### config.mk
export PLATFORM = sky130hd
export DESIGN_NAME = net_cmd_sequencer
export DESIGN_NICKNAME = d
export VERILOG_FILES = /design/src/rtl/net_cmd_sequencer.sv
export SDC_FILE = /design/constraint.sdc
export NUM_CORES = 1
export LEC_CHECK = 0
export ABC_AREA = 1
export BUFFER_PORTS_ARGS = -buffer_cell sky130_fd_sc_hd__buf_2
export CAP_MARGIN = 20
export CORE_UTILIZATION = 45
export DETAILED_ROUTE_END_ITERATION = 7
export PLACE_DENSITY = 0.82
export SYNTH_ARGS = -nofsm -noshare
export SYNTH_HDL_FRONTEND = slang
export SYNTH_SLANG_ARGS = --single-unit
export TNS_END_PERCENT = 50
### constraint.sdc
create_clock -name clk -period 2.41 [get_ports clk]
set_input_delay 0 -clock clk [delete_from_list [all_inputs] [get_ports clk]]
set_output_delay 0 -clock clk [all_outputs]
set_load 0.03 [all_outputs]
### src/rtl/net_cmd_sequencer.sv
// net_cmd_sequencer: sequences network imem/dmem/PC write commands into the core.
// core_state_i encoding: 0 RUN, 1 IDLE, 2 ERR (3 unused, treated as "not RUN").
module net_cmd_sequencer #(
   parameter int ADDR_W       = 10,
   parameter int STARVE_LIMIT = 4
) (
   input  logic              clk,
   input  logic              reset,
   input  logic              net_v_i,
   input  logic [2:0]        net_cmd_i,
   input  logic [ADDR_W-1:0] net_addr_i,
   input  logic [31:0]       net_data_i,
   output logic              net_ready_o,
   input  logic [1:0]        core_state_i,
   input  logic              core_dmem_v_i,
   output logic              imem_w_v_o,
   output logic [ADDR_W-1:0] imem_addr_o,
   output logic [31:0]       imem_data_o,
   output logic              dmem_net_sel_o,
   output logic              dmem_w_v_o,
   output logic [ADDR_W-1:0] dmem_addr_o,
   output logic [31:0]       dmem_data_o,
   output logic              core_stall_o,
   output logic              net_PC_write_cmd_IDLE_o,
   output logic [ADDR_W-1:0] pc_o,
   output logic              bad_cmd_o
);

   localparam logic [1:0] CS_RUN  = 2'd0;
   localparam logic [1:0] CS_IDLE = 2'd1;
   localparam logic [1:0] CS_ERR  = 2'd2;

   localparam logic [2:0] CMD_NOP  = 3'd0;
   localparam logic [2:0] CMD_IMEM = 3'd1;
   localparam logic [2:0] CMD_DMEM = 3'd2;
   localparam logic [2:0] CMD_PC   = 3'd3;

   // A zero limit still needs a 1-bit counter; it simply never leaves 0.
   localparam int CW = (STARVE_LIMIT > 0) ? $clog2(STARVE_LIMIT + 1) : 1;
   localparam logic [CW-1:0] LIMIT = CW'(STARVE_LIMIT);

   typedef enum logic [2:0] {
      S_READY,
      S_IMEM,
      S_DMEM,
      S_PC,
      S_DONE
   } seq_state_e;

   seq_state_e        state;
   logic [CW-1:0]     starve_cnt;
   logic [ADDR_W-1:0] addr_q;
   logic [31:0]       data_q;
   logic              bad_q;

   logic accept;
   logic grant;
   logic dmem_go;
   logic pc_err;
   logic pc_go;

   assign net_ready_o = (state == S_READY) & ~reset;
   assign accept      = net_v_i & net_ready_o;

   // Network wins the dmem port when the core is not using it or has starved us long enough.
   assign grant   = (core_state_i != CS_RUN) | ~core_dmem_v_i | (starve_cnt == LIMIT);
   assign dmem_go = (state == S_DMEM) & grant;

   // ERR drops a pending PC write; only a clean IDLE delivers the pulse.
   assign pc_err = (state == S_PC) & (core_state_i == CS_ERR);
   assign pc_go  = (state == S_PC) & (core_state_i == CS_IDLE) & ~pc_err;

   assign imem_w_v_o     = (state == S_IMEM);
   assign imem_addr_o    = addr_q;
   assign imem_data_o    = data_q;
   assign dmem_net_sel_o = dmem_go;
   assign dmem_w_v_o     = dmem_go;
   assign dmem_addr_o    = addr_q;
   assign dmem_data_o    = data_q;
   assign core_stall_o   = dmem_go & core_dmem_v_i & (core_state_i == CS_RUN);

   assign net_PC_write_cmd_IDLE_o = pc_go;
   assign pc_o                    = addr_q;
   assign bad_cmd_o               = bad_q;

   // Command FSM: capture on handshake, then drive one strobe and return to READY.
   always_ff @(posedge clk or posedge reset) begin
      if (reset) begin
         state      <= S_READY;
         starve_cnt <= '0;
         addr_q     <= '0;
         data_q     <= '0;
         bad_q      <= 1'b0;
      end else begin
         unique case (state)
            S_READY: begin
               if (accept) begin
                  addr_q <= net_addr_i;
                  data_q <= net_data_i;
                  unique case (net_cmd_i)
                     CMD_NOP:  state <= S_DONE;
                     CMD_IMEM: state <= S_IMEM;
                     CMD_DMEM: state <= S_DMEM;
                     CMD_PC:   state <= S_PC;
                     default: begin
                        bad_q <= 1'b1;
                        state <= S_DONE;
                     end
                  endcase
               end
            end
            S_IMEM: state <= S_READY;
            S_DMEM: begin
               if (grant) begin
                  state      <= S_READY;
                  starve_cnt <= '0;
               end else if (starve_cnt != LIMIT) begin
                  starve_cnt <= starve_cnt + CW'(1);
               end
            end
            S_PC: begin
               if (pc_err || pc_go) state <= S_READY;
            end
            S_DONE:  state <= S_READY;
            default: state <= S_READY;
         endcase
      end
   end

endmodule

==> out/qor.yml <==
crit_required_ns: 2.62
power.total_uw: 5070
maxSlewViolCount: 0
grt_start_max_net_pins: 53
clock-sinks: 49
grt_pass1_wl_mm: 9.12
fin_ws_ns: 0.767
ys_warn_count: 0
drt_first_pass_iters: 4
worstPathMaxFanout: 52
worstSetupPathType: "reg -> reg"
worst_pin_slew_ns: 0.584
startpoint_type: "flip-flop"
hp-class: "in -> reg"
routedWlPerCell_um: 10.9
p_leak_uw: 0.00195
fin_crit_ns: 1.64
synth.net_count: 346
grt_pass1_vias: 2128
syn2layout_area_growth_pct: 36.3
hold_viol: 0
cp-end-kind: "flip-flop"
die_w_um: 77.4
synth.avg_cell_area_um2: 8.74
fp.coreArea_mm2: 0.00551
cts.repair.resized: 0
clk_path_buf_depth: 2
clk_pin_slew_ns: 0.08
nets: 490
place_congestion: 0.778
drc: 0
drt_iter0_markers: 93
seq_area_frac_synth_pct: 47.9
cts_inserted_buffers: 5
crit_arrival_ns: 1.86
post-place-ws_ns: 0.812
cts_setup_buffers: 0
root_buffer: "clkbuf_8"
ant_nets: 0
die_area_mm2: 0.00599
ff2ff_setup_slack_ns: 0.77
syn_inst: 293
port_buffers: 151
fmax_mhz: 608
num_vias: 2254
core.rowCount: 27
wl_met3_um: 346
synth_area_leaders: "dfrtp_1 (48%), buf_4 (16%), inv_1 (8.2%), nand2_1 (6.9%), o21ai_1 (5.5%)"
yosys.area.top_type: "dfrtp_1"
cts_max_level: 2
outcome: "finished, final reports clean"
drive_gt1_share_pct: 42.1
grt_antenna_before_repair: 0
max-slew-margin-rel_pct: 61.1
netlist_area_mm2: 0.00256
fin_setup_tns_ns: 0
min_period_over_period_pct: 68.2
p_per_area_mw_per_mm2: 1450
fillers: 462
yosys.area.top_type_share_pct: 47.9
synth_cell_types: 19
cts_tree: "yes"
viasPerCell: 4.43
synth-seq-cells: 49
rsz0062_at_grt: "no"
ir_drop_mv: 1.05
start_util_pct: 46.5
clk_latency_ns: 0.29
top_layer: "met4"
setup_viol: 0
detailed_place_hpwl_mm: 3.63
die_h_um: 77.4
wl_met2_mm: 2.90
overflow: 0
hold_buffers: 45
io-pin-count: 152
wl_mm: 5.55
maxCapViolCount: 0
grt_usage_pct: 19.1
antennaDiodeCount: 0
drt-met1-wl_mm: 2.22
finalClockSkew_ns: 0.00681
layout make-up:
| cell class | count | area, um2 | area share [%] |
|---|---|---|---|
| repair buffers | 199 | 1230 | 35.2 |
| flip-flops and latches | 49 | 1230 | 35.2 |
| multi-input cells | 126 | 647 | 18.5 |
| inverters | 56 | 210 | 6.03 |
| well taps | 72 | 90.1 | 2.58 |
| clock buffers | 7 | 86.3 | 2.47 |
kinds of logic (layout without fill, tap and decap cells):
logic type | count (synthesis) | count (layout) | synth area share, %
AO/OA/AOI/OAI | 49 | 49 | 11.2
AND/OR/NAND/NOR | 74 | 74 | 12.7
XOR/XNOR | 1 | 1 | 0.342
flip-flops | 49 | 49 | 47.9
buffers and inverters | 118 | 262 | 26.8
adder cells (fa/ha/maj) | 2 | 2 | 0.977
state kept, by name, summed over array words and instances, names as in the netlist:
signal and cells:
dmem_data_o 32, dmem_addr_o 10, starve_cnt 3, state 3, bad_cmd_o 1
routing by layer:
layer | vias to the layer above | GRT usage, %
met4 | 0 | 5.66
met1 | 1041 | 21.1
met3 | 8 | 3.88
met5 | - | 0
li1 | 1113 | -
met2 | 92 | 36.3
synth_stat cells, drive strengths merged:
library cell	n
buf	62
nand2	58
inv	56
dfrtp	49
o21ai	46
nor2	11
nand3	4
ha	2
a21o	1
a21oi	1
nor3	1
o31ai	1
xnor2	1
worst max-delay path, stage by stage (launching register included):
cell and delay [ns]:
dfrtp_1 0.41, nor2_2 0.13, nand2_2 0.11, nor3_4 0.14
buf_4 0.51, nand2_1 0.13, o21ai_1 0.12
worst paths after layout:
check,startpoint,end,cells past startpoint
worst max-delay path,state[0],dmem_addr_o[1],6
worst min-delay path,net_cmd_i[0],state[2],4
worst max register to register,state[0],dmem_addr_o[1],6
worst min register to register,bad_cmd_o,bad_cmd_o,1
max in group asynchronous,reset,dmem_data_o[4],4
min in group asynchronous,reset,state[0],3
metrics by stage:
stage	instance area, um2	instances	util (%)	hold WS [ns]
6_report	3490	509	63.3	0.0263
5_1_grt	3490	509	63.3	0.0361
4_1_cts	3490	509	63.3	0.0277
3_5_place_dp	2950	457	53.6	0.0865
3_3_place_gp	2950	457	53.6	0.0779
2_1_floorplan	2560	293	-	0.109
placed cells by master, fill, tap and decap left out:
master,netlist,layout
a21o_1,1,1
a21oi_1,1,1
buf_2,3,151
buf_4,54,3
clkbuf_1,0,1
clkbuf_8,0,6
dfrtp_1,49,49
dlygate4sd3_1,0,45
ha_1,2,2
inv_1,56,55
inv_2,0,1
nand2_1,47,47
nand2_2,11,11
nand3_1,4,4
nor2_1,10,10
nor2_2,1,1
nor3_4,1,1
o21ai_0,8,8
o21ai_1,28,28
o21ai_2,10,10
o31ai_1,1,1
xnor2_1,1,1
power by group:
part | internal (uW) | switching (uW) | total [uW] | leakage, uW
combinational | 851 | 2280 | 3130 | 0.00130
sequential | 1190 | 282 | 1470 | 0.000610
clock | 228 | 240 | 468 | 0.0000443
total | 2270 | 2800 | 5070 | 0.00195
Power figures use the tool's default switching activity.
